### config.mk
export PLATFORM = sky130hd
export DESIGN_NAME = alu_sel_encoder_flat
export DESIGN_NICKNAME = d
export VERILOG_FILES = /design/src/rtl/alu_sel_if.sv /design/src/rtl/alu_sel_encoder.sv /design/src/flat_wrapper.sv
export SDC_FILE = /design/constraint.sdc
export NUM_CORES = 1
export LEC_CHECK = 0
export CORE_AREA = 2 2 39 41
export DETAILED_ROUTE_END_ITERATION = 7
export DIE_AREA = 0 0 41 43
export GPL_TIMING_DRIVEN = 0
export SLEW_MARGIN = 10
export SYNTH_ARGS = -nofsm -noshare
export SYNTH_HDL_FRONTEND = slang
export SYNTH_SLANG_ARGS = --single-unit
### constraint.sdc
create_clock -name clk -period 1.3 [get_ports clk]
set_input_delay 0.26 -clock clk [delete_from_list [all_inputs] [get_ports clk]]
set_output_delay 0.26 -clock clk [all_outputs]
set_load 0.05 [all_outputs]
### src/rtl/alu_sel_if.sv
// alu_sel_if: opcode-in / select-out handshake bundle between control and the ALU selector.
// Carries sel_par only when ALU_SEL_PARITY_EN is defined.
interface alu_sel_if #(
    parameter int SEL_W = 4,
    parameter int OP_W  = 3
);
    logic             op_valid;
    logic [OP_W-1:0]  op_code;
    logic             op_ready;
    logic             sel_valid;
    logic [SEL_W-1:0] sel;
    logic             sel_last;
    logic             sel_ready;
    logic             op_err;
`ifdef ALU_SEL_PARITY_EN
    logic             sel_par;
    modport master (output op_valid, op_code, sel_ready,
                    input  op_ready, sel_valid, sel, sel_last, op_err, sel_par);
    modport slave  (input  op_valid, op_code, sel_ready,
                    output op_ready, sel_valid, sel, sel_last, op_err, sel_par);
`else
    modport master (output op_valid, op_code, sel_ready,
                    input  op_ready, sel_valid, sel, sel_last, op_err);
    modport slave  (input  op_valid, op_code, sel_ready,
                    output op_ready, sel_valid, sel, sel_last, op_err);
`endif
endinterface

### src/rtl/alu_sel_encoder.sv
// alu_sel_encoder: turns abstract ALU opcodes into one or two 4-bit selector beats.
// Optional even-parity output sel_par enabled by defining ALU_SEL_PARITY_EN.
module alu_sel_encoder #(
    parameter int SEL_W = 4,
    parameter int OP_W  = 3
) (
    input  logic    clk,
    input  logic    rst,
    alu_sel_if.slave bus
);
    typedef enum logic [1:0] {IDLE, BEAT1, BEAT2} state_t;
    state_t           state, nxt_state;
    logic             two, nxt_two;
    logic [SEL_W-1:0] nxt_sel, first_code;
    logic             nxt_last, nxt_err;
    logic             accept, legal, is_two, advance, to_second;
    // Both two-beat ops finish with B + 1, so only the first code depends on the opcode.
    always_comb begin
        accept     = state == IDLE && bus.op_valid;
        legal      = bus.op_code != {OP_W{1'b1}};
        is_two     = bus.op_code == OP_W'(5) || bus.op_code == OP_W'(6);
        first_code = bus.op_code == OP_W'(5) ? '0 :
                     bus.op_code == OP_W'(6) ? SEL_W'(1) : SEL_W'(bus.op_code);
        advance    = state != IDLE && bus.sel_ready;
        to_second  = advance && state == BEAT1 && two;
        nxt_state  = accept && legal ? BEAT1 : to_second ? BEAT2 : advance ? IDLE : state;
        nxt_sel    = accept && legal ? first_code : to_second ? SEL_W'(1) : bus.sel;
        nxt_last   = accept && legal ? !is_two : to_second ? 1'b1 : bus.sel_last;
        nxt_two    = accept && legal ? is_two : two;
        nxt_err    = accept && !legal;
    end
    always_ff @(posedge clk or posedge rst) begin
        if (rst) begin
            state         <= IDLE;
            two           <= 1'b0;
            bus.sel       <= '0;
            bus.sel_last  <= 1'b0;
            bus.sel_valid <= 1'b0;
            bus.op_ready  <= 1'b1;
            bus.op_err    <= 1'b0;
`ifdef ALU_SEL_PARITY_EN
            bus.sel_par   <= 1'b0;
`endif
        end else begin
            state         <= nxt_state;
            two           <= nxt_two;
            bus.sel       <= nxt_sel;
            bus.sel_last  <= nxt_last;
            bus.sel_valid <= nxt_state != IDLE;
            bus.op_ready  <= nxt_state == IDLE;
            bus.op_err    <= nxt_err;
`ifdef ALU_SEL_PARITY_EN
            bus.sel_par   <= ^{nxt_sel, nxt_last};
`endif
        end
    end
endmodule

### src/flat_wrapper.sv
// flat-port wrapper written by rule: the top's interface ports become plain ports
module alu_sel_encoder_flat 
#(
    parameter int SEL_W = 4,
    parameter int OP_W  = 3
)
  (clk, rst, bus_op_valid, bus_op_code, bus_sel_ready, bus_op_ready, bus_sel_valid, bus_sel, bus_sel_last, bus_op_err);
  alu_sel_if #(.SEL_W(SEL_W), .OP_W(OP_W)) bus_i ();
  input  logic clk;
  input  logic rst;
  input wire logic [$bits(bus_i.op_valid)-1:0] bus_op_valid;
  input wire logic [$bits(bus_i.op_code)-1:0] bus_op_code;
  input wire logic [$bits(bus_i.sel_ready)-1:0] bus_sel_ready;
  output wire logic [$bits(bus_i.op_ready)-1:0] bus_op_ready;
  output wire logic [$bits(bus_i.sel_valid)-1:0] bus_sel_valid;
  output wire logic [$bits(bus_i.sel)-1:0] bus_sel;
  output wire logic [$bits(bus_i.sel_last)-1:0] bus_sel_last;
  output wire logic [$bits(bus_i.op_err)-1:0] bus_op_err;
  assign bus_i.op_valid = bus_op_valid;
  assign bus_i.op_code = bus_op_code;
  assign bus_i.sel_ready = bus_sel_ready;
  assign bus_op_ready = bus_i.op_ready;
  assign bus_sel_valid = bus_i.sel_valid;
  assign bus_sel = bus_i.sel;
  assign bus_sel_last = bus_i.sel_last;
  assign bus_op_err = bus_i.op_err;
  alu_sel_encoder #(.SEL_W(SEL_W), .OP_W(OP_W)) u_core (.clk(clk), .rst(rst), .bus(bus_i));
endmodule
==> results of run 1 <==
[per-stage QoR]
step | hold WS, ns | instances | cell area, um2 | worst slack, ns | total power, mW
2_1_floorplan | 0.09946 | 45 | 464.2 | 0.1223 | 1.028
3_3_place_gp | 0.5117 | 74 | 614.3 | -0.3209 | 1.263
3_5_place_dp | 0.5141 | 74 | 614.3 | -0.3427 | 1.275
4_1_cts | 0.2744 | 80 | 660.6 | 0.007534 | 1.500
5_1_grt | 0.2938 | 80 | 669.4 | -0.01866 | 1.601
6_report | 0.2739 | 80 | 669.4 | -0.005457 | 1.506
[flip-flops by register name (all words and copies together) (netlist names)]
signal                flops
u_core.bus.sel_valid      1
u_core.state              2
u_core.bus.op_err         1
u_core.bus.op_ready       1
u_core.two                1
u_core.bus.sel            3
u_core.bus.sel_last       1
[worst reg2reg max path, cell delays in order (launching register included)]
cell	delay, ns
dfrtp_2	0.46
or3b_4	0.43
o211ai_1	0.18
nand2_1	0.07
[kinds of logic (layout without fill, tap and decap cells)]
kind of cell	count (synthesis)	in the layout	share of synthesized area [%]
AND/OR/NAND/NOR	18	18	23.45
flip-flops	10	10	54.18
buffers and inverters	4	23	4.044
AO/OA/AOI/OAI	11	11	15.36
multiplexers	1	1	2.156
other	1	1	0.8078
[repair_timing]
item	4_1_cts	5_1_grt
gates cloned	0	0
gates resized for setup	27	4
buffers inserted	2	0
setup endpoints to repair	9	4
[cell usage after synthesis (all sizes together)]
library cell  number
dfrtp              9
nand2              5
o21ai              5
inv                3
nor2               3
and2               2
nor3b              2
a211o              1
a211oi             1
a21oi              1
a32o               1
and4b              1
buf                1
conb               1
dfstp              1
mux2i              1
nand3              1
nand3b             1
nand4b             1
nor2b              1
o211ai             1
o21a               1
or3b               1
[worst max path at each step]
| stage | end | slack, ns | depth (start not counted) |
|---|---|---|---|
| floorplan | u_core.bus.sel[2] | 0.12 | 3 |
| global placement | u_core.bus.sel[2] | -0.32 | 4 |
| detailed placement | u_core.bus.sel[2] | -0.34 | 4 |
| CTS | u_core.bus.sel_last | 0.008 | 4 |
| global route | u_core.bus.sel[1] | -0.02 | 4 |
| finish | u_core.bus.sel[1] | -0.005 | 4 |
[per-layer routing]
layer	global-route usage [%]	wire length (um)
met4	8.000	22
met2	20.00	484
met5	0	0
met1	14.33	416
met3	7.853	48
[power by group through the flow]
stage,combinational (mW),sequential [mW],clock [mW]
3_5_place_dp,0.734,0.541,0
2_1_floorplan,0.194,0.834,0
6_report,0.742,0.550,0.214
3_3_place_gp,0.728,0.535,0
4_1_cts,0.730,0.543,0.227
5_1_grt,0.789,0.572,0.240
[cell type report]
class	count	area (um2)	share of cell area (%)
multi-input combinational	31	205.2	30.65
timing repair buffer	15	146.4	21.87
tap	16	20.02	2.991
buffer	1	7.507	1.121
clock buffer	4	26.28	3.925
sequential	10	252.7	37.76
inverter	3	11.26	1.682
==> run_results.csv, run 1 <==
group,metric,value,unit
finish,layout_commonest_cell,"dfrtp_1",
setup_path,required,1.45,ns
setup_path,worstSetupStartpointType,"primary input",
global_routing,grt_max_degree,11,
floorplanning,ios,15,
yosys,synth_area,464.2,um2
floorplanning,fp.dieH,43,um
power_and_ir_drop,p_leak,0.2977,nW
route,vias,390,
floorplanning,dieArea,1763,um2
finish,drive_above_1_share,28.13,%
finish,fillers,145,
cts,htree_levels,1,
global_routing,grt_pass1_vias,356,
timing,setup-violations-final,1,
finish,antennaDiodeCount,0,
cts,clkTransAtPathRegs,0.06,ns
placement,gp_congestion,0.7424,
run_status,status,"finished with violations",
yosys,ys_types,25,
setup_path,reg2regPathDepth,3,
power_and_ir_drop,p_seq_share,36.5,%
job,cap_violations,0,
setup_path,crit_family,"buffers and inverters",
yosys,ys_ff_latch,10,
global_routing,antenna_found_initial,0,
power_and_ir_drop,power_density,2250,nW/um2
setup_path,slowest_stage,"clkdlybuf4s50_1",
timing,setup-tns-final,-0.005457,ns
placement,port_buffers,13,
floorplanning,num_rows,14,
setup_path,crit_buf_inv,1,
power_and_ir_drop,p_comb_share,49.3,%
power_and_ir_drop,pwr-share-clk,14.2,%
setup_path,critPathArrivalTime,1.45,ns
finish,areaGrowthSynthToFinish,44.20,%
setup_path,path_class,"in2reg",
cts,clock_latency,0.26,ns
yosys,synth.area.top_cells,"dfrtp_1 49%, dfstp_2 5.7%, o21ai_0 4.3%, nand2_1 4.0%, and2_1 2.7%",
cts,cts.path.max_buffers,2,
power_and_ir_drop,sw_frac_of_total,44.46,%
setup_path,path_cells,"clkdlybuf4s50_1 > or3b_4 > o211ai_1 > nand2_1",
yosys,syn_inst,45,
route,viasPerCell,4.875,
route,wl_per_cell,12.14,um
timing,fin_crit_sh,100.4,%
yosys,syn_nets,52,
setup_path,r2r_slack,0.05,ns
yosys,synth_seq_area_share,54.18,%
floorplanning,initial_core_util,33.54,%
power_and_ir_drop,peakVddDrop,0.9214,mV
floorplanning,fp.dieW,41,um
timing,period_minus_slack,1.305,ns
floorplanning,design.core.area,1384,um2
timing,fin_skew,0.002617,ns
setup_path,slowest_delay,0.52,ns
finish,nets,72,
setup_path,r2r_start,"u_core.state[0]",
route,drcViolationCount,0,
setup_path,critPathLaunch,"bus_op_valid",
yosys,netlist.area_leader.share,48.52,%
cts,clockRootBuffer,"clkbuf_4",
timing,maxSlewViolCount,0,
route,wl,971,um
timing,max_freq,0.7660,GHz
global_routing,grt-ovfl-total,0,
run_status,violations,"setup timing",
cts,numCtsBuffers,3,
cts,cts_sinks,10,
finish,post-route-util,48.37,%
yosys,yosysWarnings,0,
yosys,syn_avg_cell_area,10.32,um2
global_routing,grt_pass1_wl,1.524,mm
setup_path,rr_endpoint,"u_core.bus.sel[1]",
timing,hold_violations,0,
setup_path,critical_path.max_fanout,3,
route,ant_nets,0,
cts,cts_hold_buf,0,
power_and_ir_drop,intPower,0.8366,mW
route,detailedRoute.firstPassIterationCount,1,
power_and_ir_drop,p_sw,0.6697,mW
setup_path,end_kind,"register",
timing,fin_ws,-0.005457,ns
cts,cts_tree,"built",
placement,detailed_place_hpwl,698.5,um
global_routing,grt_usage,13.60,%
yosys,synth_largest_area_cell,"dfrtp_1",
route,dr.first_iter.drc_count,0,
worst_hold_path,holdCritPathClass,"in2async",
finish,mostFrequentLayoutCells,"8 x dfrtp_1, 6 x clkdlybuf4s15_2, 5 x nand2_1",
Note: power is estimated with default switching activity, not from simulation.
==> inputs of run 2 (changes only) <==
- CTS_CLUSTER_SIZE: default -> 16
==> results of run 2 <==
No change in the layout: final DEF, timing and power equal those of run 1.
